==> src/rtl/operand_regfile_pkg.sv <==
// Shared types and helpers for the operand register file.
//   state_e      : init-sweep FSM states
//   INIT_ZERO    : sweep fills every entry with zero
//   INIT_INDEX   : sweep fills entry i with i
//   init_pattern : value the sweep writes into a given entry
package operand_regfile_pkg;

  typedef enum logic {ST_INIT, ST_READY} state_e;

  localparam int INIT_ZERO  = 0;
  localparam int INIT_INDEX = 1;

  // Returned 32 bits wide; the caller truncates or zero-extends to DATA_W.
  function automatic logic [31:0] init_pattern(input logic [31:0] index, input int mode);
    return (mode == INIT_INDEX) ? index : 32'd0;
  endfunction

endpackage

==> src/rtl/regfile_init_seq.sv <==
// Init-sweep sequencer for operand_regfile.
// Owns the INIT/READY FSM and the sweep counter. While in INIT it writes
// one entry per cycle, from 0 up to DEPTH-1, then drops to READY.
//   clk, rst_n : clock, asynchronous active-low reset
//   init_req   : single-cycle request for a new sweep (honoured in READY only)
//   busy       : high for the whole sweep
//   init_we    : sweep write enable for the array
//   init_addr  : sweep write address
//   init_data  : sweep write data
module regfile_init_seq
  import operand_regfile_pkg::*;
#(
  parameter int DATA_W    = 8,
  parameter int DEPTH     = 8,
  parameter int ADDR_W    = 3,
  parameter int INIT_MODE = INIT_ZERO
) (
  input  logic              clk,
  input  logic              rst_n,
  input  logic              init_req,
  output logic              busy,
  output logic              init_we,
  output logic [ADDR_W-1:0] init_addr,
  output logic [DATA_W-1:0] init_data
);

  localparam logic [ADDR_W-1:0] LAST = ADDR_W'(DEPTH - 1);

  state_e            state, state_nxt;
  logic [ADDR_W-1:0] cnt, cnt_nxt;

  always_ff @(posedge clk or negedge rst_n) begin
    if (!rst_n) begin
      state <= ST_INIT;
      cnt   <= '0;
    end else begin
      state <= state_nxt;
      cnt   <= cnt_nxt;
    end
  end

  always_comb begin
    state_nxt = state;
    cnt_nxt   = cnt;
    init_we   = 1'b0;
    case (state)
      ST_INIT: begin
        init_we = 1'b1;
        if (cnt == LAST) begin
          state_nxt = ST_READY;
          cnt_nxt   = '0;
        end else begin
          cnt_nxt = cnt + ADDR_W'(1);
        end
      end
      ST_READY: begin
        if (init_req) begin
          state_nxt = ST_INIT;
          cnt_nxt   = '0;
        end
      end
      default: state_nxt = ST_INIT;
    endcase
  end

  assign busy      = (state == ST_INIT);
  assign init_addr = cnt;
  assign init_data = DATA_W'(init_pattern(32'(cnt), INIT_MODE));

endmodule

==> src/rtl/operand_regfile.sv <==
// Operand register file: DEPTH x DATA_W, two registered read ports, one
// write port, hardware init sweep after reset or on init_req.
//   clk, rst_n            : clock, asynchronous active-low reset
//   rd0_en/addr/data/valid: read port 0 (src1), one-cycle latency
//   rd1_en/addr/data/valid: read port 1 (src2), one-cycle latency
//   wr_en/addr/data       : write port from writeback
//   init_req              : start a re-initialisation sweep
//   busy                  : sweep in progress; all accesses ignored
// Addresses at or above DEPTH read as zero and never write.
module operand_regfile
  import operand_regfile_pkg::*;
#(
  parameter  int DATA_W    = 8,
  parameter  int DEPTH     = 8,
  parameter  int INIT_MODE = INIT_ZERO,
  parameter  int BYPASS    = 1,
  localparam int ADDR_W    = $clog2(DEPTH)
) (
  input  logic              clk,
  input  logic              rst_n,
  input  logic              rd0_en,
  input  logic [ADDR_W-1:0] rd0_addr,
  output logic [DATA_W-1:0] rd0_data,
  output logic              rd0_valid,
  input  logic              rd1_en,
  input  logic [ADDR_W-1:0] rd1_addr,
  output logic [DATA_W-1:0] rd1_data,
  output logic              rd1_valid,
  input  logic              wr_en,
  input  logic [ADDR_W-1:0] wr_addr,
  input  logic [DATA_W-1:0] wr_data,
  input  logic              init_req,
  output logic              busy
);

  localparam logic [ADDR_W:0] DEPTH_C = (ADDR_W + 1)'(DEPTH);

  logic [DATA_W-1:0] mem [DEPTH];

  logic              init_we;
  logic [ADDR_W-1:0] init_addr;
  logic [DATA_W-1:0] init_data;

  logic              access_ok;
  logic              usr_we;
  logic              arr_we;
  logic [ADDR_W-1:0] arr_addr;
  logic [DATA_W-1:0] arr_wdata;
  logic [DATA_W-1:0] rd0_word_p0, rd1_word_p0;
  logic              rd0_acc_p0, rd1_acc_p0;

  regfile_init_seq #(
    .DATA_W    (DATA_W),
    .DEPTH     (DEPTH),
    .ADDR_W    (ADDR_W),
    .INIT_MODE (INIT_MODE)
  ) u_init_seq (
    .clk       (clk),
    .rst_n     (rst_n),
    .init_req  (init_req),
    .busy      (busy),
    .init_we   (init_we),
    .init_addr (init_addr),
    .init_data (init_data)
  );

  // A cycle carrying init_req drops its reads and writes as well.
  assign access_ok = !busy && !init_req;
  assign usr_we    = access_ok && wr_en && ({1'b0, wr_addr} < DEPTH_C);

  always_comb begin
    if (busy) begin
      arr_we    = init_we;
      arr_addr  = init_addr;
      arr_wdata = init_data;
    end else begin
      arr_we    = usr_we;
      arr_addr  = wr_addr;
      arr_wdata = wr_data;
    end
  end

  // Storage is deliberately unreset; the sweep initialises it.
  always_ff @(posedge clk) begin
    if (arr_we) mem[arr_addr] <= arr_wdata;
  end

  // Range check wins over bypass so an out-of-range collision still reads 0.
  function automatic logic [DATA_W-1:0] read_word(input logic [ADDR_W-1:0] addr);
    if ({1'b0, addr} >= DEPTH_C) return '0;
    if ((BYPASS != 0) && usr_we && (wr_addr == addr)) return wr_data;
    return mem[addr];
  endfunction

  // ---- p0: address decode / bypass select ----
  always_comb begin
    rd0_acc_p0  = access_ok && rd0_en;
    rd1_acc_p0  = access_ok && rd1_en;
    rd0_word_p0 = read_word(rd0_addr);
    rd1_word_p0 = read_word(rd1_addr);
  end

  // ---- p1: registered read outputs ----
  always_ff @(posedge clk or negedge rst_n) begin
    if (!rst_n) begin
      rd0_data  <= '0;
      rd0_valid <= 1'b0;
      rd1_data  <= '0;
      rd1_valid <= 1'b0;
    end else begin
      rd0_valid <= rd0_acc_p0;
      rd1_valid <= rd1_acc_p0;
      if (rd0_acc_p0) rd0_data <= rd0_word_p0;
      if (rd1_acc_p0) rd1_data <= rd1_word_p0;
    end
  end

endmodule

==> config.mk <==
export PLATFORM = sky130hd
export DESIGN_NAME = operand_regfile
export DESIGN_NICKNAME = d
export VERILOG_FILES = /design/src/rtl/operand_regfile_pkg.sv /design/src/rtl/regfile_init_seq.sv /design/src/rtl/operand_regfile.sv
export SDC_FILE = /design/constraint.sdc
export NUM_CORES = 1
export LEC_CHECK = 0
export CAP_MARGIN = 40
export CORE_MARGIN = 10
export CORE_UTILIZATION = 32
export CTS_CLUSTER_DIAMETER = 100
export DETAILED_ROUTE_END_ITERATION = 6
export SETUP_SLACK_MARGIN = 0.2
export SYNTH_ARGS = -nofsm -noshare
export SYNTH_HDL_FRONTEND = slang
export SYNTH_SLANG_ARGS = --single-unit
==> constraint.sdc <==
create_clock -name clk -period 2.75 [get_ports clk]
set_clock_uncertainty 0.1 [all_clocks]
set_input_delay 0.55 -clock clk [delete_from_list [all_inputs] [get_ports clk]]
set_output_delay 0.55 -clock clk [all_outputs]
set_load 0.1 [all_outputs]
==> results.md, run 1 <==
* Initial DRC Count at 235
* Fin nets at 326
* Core Util, Final at 41.95%
* Worst EP required at 2.85 ns
* Clock transition at path regs at 0.06 ns
* Total leakage power at 1.930 nW
* H-Tree Depth at 3
* Initial antenna violation count at 0
* Slew margin rel. at 63.06%
* Drt wl/cell at 21.31 µm
* Yosys top cell area share at 47.55%
* Peak supply drop at 0.0003511 V
* First-pass GRT wire length at 15.70 mm
* Vias in the first global route at 2581
* Final period util at 82.46%
* CTS max path bufs at 2
* Placeable Area at 12210 µm²
* Crit path DAT at 2.37 ns
* Synth area leaders: edfxtp_1 48%, mux4_2 18%, dfrtp_1 14%
* Pre-Repair DR Iteration Count at 4
* YS warnings at 0
* Crit-path slowest cell: dfrtp_1
* Worst path depth at 5
* Syn Inst Count at 240
* Final Max Tran Viols at 0
* R2R depth at 5
* Dpl ws at 0.04199 ns
* WS Path Type: register to register
* Net Count, Synth at 265
* Antenna cells at 0
* I/O pin total at 42
* TritonCTS Buffers at 9
* Port buffer count at 41
* Final worst setup slack at 0.4822 ns
* Die Width at 132.4 µm
* Hold Slack at 0.4679 ns
* Grt ovf at 0
* Synthesized area at 4041 µm²
* GPL Wtd Cong at 0.7631
* DRC Markers at 0
* Area grow syn2layout at 26.75%
* Most used cell, CP: buf_4
* Syn_area_per_cell at 16.84 µm²
* Std-Cell Rows at 40
* Clock tree from TritonCTS: yes
* Critical Path Fanout Max at 12
* Yosys cell types at 33
* Final Hold Vio Count at 0
* Slew @ Worst Pin at 0.5541 ns
* Clock sink count at 86
* Starting Density at 33.09%
* Hold-fix buffers, CTS at 0
* RSZ-0062 raised after global routing: false
* Status: finished, final reports clean
* Max stage delay on crit path at 0.62 ns
* Clock root buffer: clkbuf_16
* Synth area leader: edfxtp_1
* Number of max-cap violations at 0
* CP cell instances: buf_4 > and3b_1 > nor4b_4 > buf_4 > a221oi_1
* Sequential area share after synthesis at 61.18%
* Worst skew pair latency at 0.34 ns
* Die Ht at 132.4 µm
* DP Wirelength at 7.181 mm
* DIE AREA at 17520 µm²
* Final setup fails at 0
* All-Layer GR Usage at 11.78%
* Post-Route Setup TNS at 0 ns
* Yosys reg bits at 86
* CP top delay family: simple AND/OR/NAND/NOR gates
* CP startpoint kind: register
* HP Class: input pin to async pin
* CP endpoint kind: register
* Via count at 2466
* FMAX at 441.0 MHz
* Pin count of the biggest net entering global routing at 23
* Via density at 5.203
* Tmin final at 2.268 ns
* Antenna viol nets, final at 0
* Final Routed Wirelength at 10.10 mm
* Critical path buffers and inverters at 2
* PD cells at 1268 nW/µm²
* Layout cells sized above 1 at 31.05%
-- placed cells by master (no fill, tap or decap), types with 5 or more instances in the layout --
master	n
clkdlybuf4s50_1	22
inv_1	11
clkbuf_16	9
mux4_2	32
nand2_1	14
edfxtp_1	64
a221oi_1	15
dfrtp_1	22
nor2_1	22
buf_4	37
xnor2_1	5
mux2i_1	16
-- final cells by class --
| class | count | area [µm²] |
|---|---|---|
| Clock buffer | 10 | 229.0 |
| Inverter | 11 | 41.29 |
| Sequential cell | 86 | 2472 |
| Clock inverter | 6 | 133.9 |
| Fill cell | 1108 | 7089 |
| Multi-Input combinational cell | 130 | 1458 |
| Tap cell | 168 | 210.2 |
| Timing Repair Buffer | 63 | 578.1 |
-- power breakdown --
group	internal, W	switching (W)
sequential	0.00202	0.000277
clock	0.000979	0.000476
combinational	0.000863	0.00188
total	0.00386	0.00263
-- worst paths after layout --
kind | startpoint | to | slack [ns]
hold reg to reg | u_init_seq.init_addr[0] | u_init_seq.init_addr[0] | 0.47
max in group asynchronous | rst_n | rd0_data[4] | 1.84
hold / removal | rst_n | u_init_seq.init_addr[2] | 0.47
setup / recovery | u_init_seq.state | rd0_data[4] | 0.48
setup reg to reg | u_init_seq.state | rd0_data[4] | 0.48
min in group clk | u_init_seq.init_addr[0] | u_init_seq.init_addr[0] | 0.47
-- synth_stat cells --
| cell | n |
|---|---|
| a21o_1 | 1 |
| a21oi_1 | 1 |
| a221oi_1 | 15 |
| a22o_1 | 2 |
| a31oi_1 | 2 |
| and3b_1 | 1 |
| buf_1 | 1 |
| buf_2 | 4 |
| buf_4 | 2 |
| buf_6 | 1 |
| clkbuf_1 | 3 |
| clkbuf_2 | 2 |
| dfrtp_1 | 22 |
| edfxtp_1 | 64 |
| ha_1 | 2 |
| inv_1 | 11 |
| mux2i_1 | 16 |
| mux2i_4 | 2 |
| mux4_2 | 32 |
| nand2_1 | 14 |
| nand2b_1 | 1 |
| nor2_1 | 22 |
| nor2b_1 | 3 |
| nor3_1 | 2 |
| nor4_4 | 1 |
| nor4b_4 | 1 |
| o31a_1 | 2 |
| o31ai_1 | 1 |
| o41ai_1 | 1 |
| or2_2 | 1 |
| or2b_1 | 1 |
| xnor2_1 | 5 |
| xnor2_2 | 1 |
-- worst reg2reg max path, cell delays in order, from the launching register on --
cell	delay (ns)
dfrtp_1	0.62
buf_4	0.27
and3b_1	0.54
nor4b_4	0.32
buf_4	0.19
a221oi_1	0.09
-- sequential cells by signal (all words and copies together), names as in the netlist --
signal,count
rd0_valid,1
u_init_seq.init_addr,3
u_init_seq.state,1
mem,64
rd0_data,8
rd1_data,8
rd1_valid,1
-- routing by layer --
layer  up-vias  routed length (µm)  GRT usage (%)
met2       101                4980          19.21
met3         8                 756          2.820
met5         -                   0              0
met1      1272                4233          14.69
met4         0                 132          4.584
li1       1085                   -              -
-- repair_timing --
item                       4_1_cts  5_1_grt
setup endpoints to repair        4        2
setup buffers                    2        0
pin swaps                        0        0
resized for setup                0        1
-- metrics by stage --
step,instance area (µm²),cells,power [W]
final,5122,474,0.006494
after detailed placement,4743,456,0.005091
after CTS,5121,474,0.006555
after floorplan,4041,240,0.004227
after global placement,4743,456,0.005076
after global routing,5122,474,0.006801
-- cells by family after synthesis --
group / share of synthesized area, %
fa+ha+maj: 0.6191
flops: 61.18
buf+inv: 2.786
compound gates: 5.140
mux: 22.91
simple gates: 5.883
xor+xnor: 1.486
Note: power is estimated with default switching activity, not from simulation.
==> run 2, diff against run 1 <==
==> constraint.sdc (replaced) <==
create_clock -name clk -period 2.3 [get_ports clk]
set_clock_uncertainty 0.1 [all_clocks]
set_input_delay 0.46 -clock clk [delete_from_list [all_inputs] [get_ports clk]]
set_output_delay 0.46 -clock clk [all_outputs]
set_load 0.1 [all_outputs]
==> run 2 against run 1 <==
Wire length rose by 0.16%. Clock power rose by 7%. Register-to-register slack got worse by 0.19 ns. Sequential power rose by 20%. Core utilization rose by 0.93 points. Critical path type is now input pin to register. Largest cell class unchanged. Largest power group unchanged.
==> results.md, run 2 (synthesis results as in run 1) <==
* CP endpoint kind: register
* Pin count of the biggest net entering global routing at 23 (unchanged)
* Crit-path slowest cell: clkdlybuf4s50_1
* All-Layer GR Usage at 11.62% (-0.16 points)
* Status: finished, final reports clean
* TritonCTS Buffers at 9 (unchanged)
* Std-Cell Rows at 40 (unchanged)
* Commonest non-fill, non-tap cells in the layout: 64 x edfxtp_1, 54 x buf_4, 32 x mux4_2
* CP startpoint kind: input pin
* Clock root buffer: clkbuf_16
* RSZ-0062 raised after global routing: false
* NetSw at 0.003178 W (+21%)
* Die Ht at 132.4 µm (unchanged)
* Worst EP required at 2.42 ns (-0.43 ns)
* I/O pin total at 42 (unchanged)
* PD cells at 1485 nW/µm² (+17%)
* Critical Path Fanout Max at 6 (-6)
* Clock transition at path regs at 0.06 ns (about the same)
* Clock tree from TritonCTS: yes
* Port buffer count at 41 (unchanged)
* Core Util, Final at 42.88% (+0.93 points)
* H-Tree Depth at 3 (unchanged)
* Die Width at 132.4 µm (unchanged)
* Starting Density at 33.09% (unchanged)
* Final Hold Vio Count at 0 (unchanged)
* Most common cell after layout, fill and taps aside: edfxtp_1
* Biggest regs: mem x64, rd0_data x8, rd1_data x8
* Net Sw Frac at 40.87% (+0.31 points)
* Number of max-cap violations at 0 (unchanged)
* CP cell instances: clkdlybuf4s50_1 > mux2i_4 > buf_4 > xnor2_1 > buf_4 > nor4_4 > buf_4 > a221oi_1
* Crit path DAT at 2.15 ns (-0.22 ns)
* P_int at 0.004599 W (+19%)
* Logic gate share of total power at 44.5% (+2.3 points)
* WS Path Type: input pin to register
* Slew margin rel. at 75.78% (+13 points)
* Clk network pwr share at 20.1% (-2.3 points)
* Total design power at 0.007776 W (+20%)
* Sequential Power Share at 35.4% (about the same)
* Area grow syn2layout at 29.57%
* Post-Route Setup TNS at 0 ns (unchanged)
* Dpl ws at -0.03838 ns (-0.08037 ns)
* Top reg by flops: mem
* Slew @ Worst Pin at 0.3616 ns (-0.1925 ns)
* R2r setup slk at 0.29 ns (-0.19 ns)
* Vias in the first global route at 2581 (unchanged)
* Final worst setup slack at 0.2693 ns (-0.2130 ns)
* Via density at 5.000 (-3.9%)
* Final Max Tran Viols at 0 (unchanged)
* Final setup fails at 0 (unchanged)
* Antenna cells at 0 (unchanged)
* Total leakage power at 2.006 nW (+4.0%)
* CTS max path bufs at 2 (unchanged)
* DRC Markers at 0 (unchanged)
* Via count at 2460 (-0.24%)
* GPL Wtd Cong at 0.7752 (+1.6%)
* DP Wirelength at 7.592 mm (+5.7%)
* Pre-Repair DR Iteration Count at 4 (unchanged)
* Peak supply drop at 0.0003964 V (+13%)
* First-pass GRT wire length at 15.56 mm (-0.88%)
* Final Routed Wirelength at 10.12 mm (+0.16%)
* Largest register FFs at 64 (unchanged)
* Placeable Area at 12210 µm² (unchanged)
* Tmin final at 2.031 ns
* Drt wl/cell at 20.57 µm (-3.5%)
* DIE AREA at 17520 µm² (unchanged)
* Antenna viol nets, final at 0 (unchanged)
* Fin nets at 344 (+5.5%)
* FMAX at 492.4 MHz
* Worst skew pair latency at 0.33 ns (about the same)
* Grt ovf at 0 (unchanged)
* Clock sink count at 86 (unchanged)
* Dpl cell area at 4891 µm² (+3.1%)
* Max stage delay on crit path at 0.44 ns (-0.18 ns)
* Most used cell, CP: buf_4
* Final period util at 88.29%
* HP Class: input pin to async pin
* Final instance area at 5236 µm² (+2.2%)
* Initial DRC Count at 284 (+21%)
* Layout cells sized above 1 at 34.57% (+3.5 points)
* Initial antenna violation count at 0 (unchanged)
[run 2: worst max-delay path, delay by kind of cell]
kind | cells | cell delay [ns]
multiplexers | 1 | 0.28
AND/OR/NAND/NOR | 1 | 0.04
AO/OA/AOI/OAI | 1 | 0.30
XOR/XNOR | 1 | 0.13
buffers and inverters | 4 | 0.92
[run 2: area by class of cell]
type / instances / area [µm²]
clock buffer: 13 / 260.3
timing repair buffer: 81 / 725.7
fill: 1091 / 6975
multi-input combinational: 130 / 1456
tap: 168 / 210.2
sequential: 86 / 2474
clock inverter: 3 / 68.82
inverter: 11 / 41.29
[run 2: what timing repair did]
item | in CTS | in global routing
hold buffers | 0 | 0
buffers inserted | 0 | 2
resized for setup | 0 | 1
endpoints found under the setup margin | 0 | 15
[run 2: final timing paths]
kind / from / endpoint / cells past startpoint
min reg2reg: rd0_data[4] / rd0_data[4] / 2
min in group clk: rd0_data[4] / rd0_data[4] / 2
max: wr_addr[2] / rd1_data[7] / 8
min: rst_n / u_init_seq.init_addr[1] / 2
max reg2reg: u_init_seq.state / rd1_data[7] / 7
max in group asynchronous: rst_n / u_init_seq.state / 2
[run 2: through the flow]
stage | instances | hold WS, ns
after floorplan | 240 | 0.06441
after global placement | 474 | 0.4674
after detailed placement | 474 | 0.4669
after CTS | 490 | 0.3840
after global routing | 492 | 0.4076
final | 492 | 0.3845
[run 2: power groups by stage]
stage          Sequential, W  Combinational [W]  Clock (W)
6_report             0.00276            0.00346    0.00156
5_1_grt              0.00283            0.00365    0.00166
4_1_cts              0.00276            0.00347    0.00159
3_5_place_dp         0.00278            0.00346          0
3_3_place_gp         0.00277            0.00344          0
2_1_floorplan        0.00372            0.00133          0
[run 2: metal layers]
| layer | track usage (%) | vias up | wire, µm |
|---|---|---|---|
| met1 | 14.55 | 1253 | 4290 |
| met3 | 2.287 | 12 | 603 |
| met4 | 4.462 | 0 | 146 |
| met5 | 0 | - | 0 |
| met2 | 19.27 | 81 | 5078 |
| li1 | - | 1114 | - |
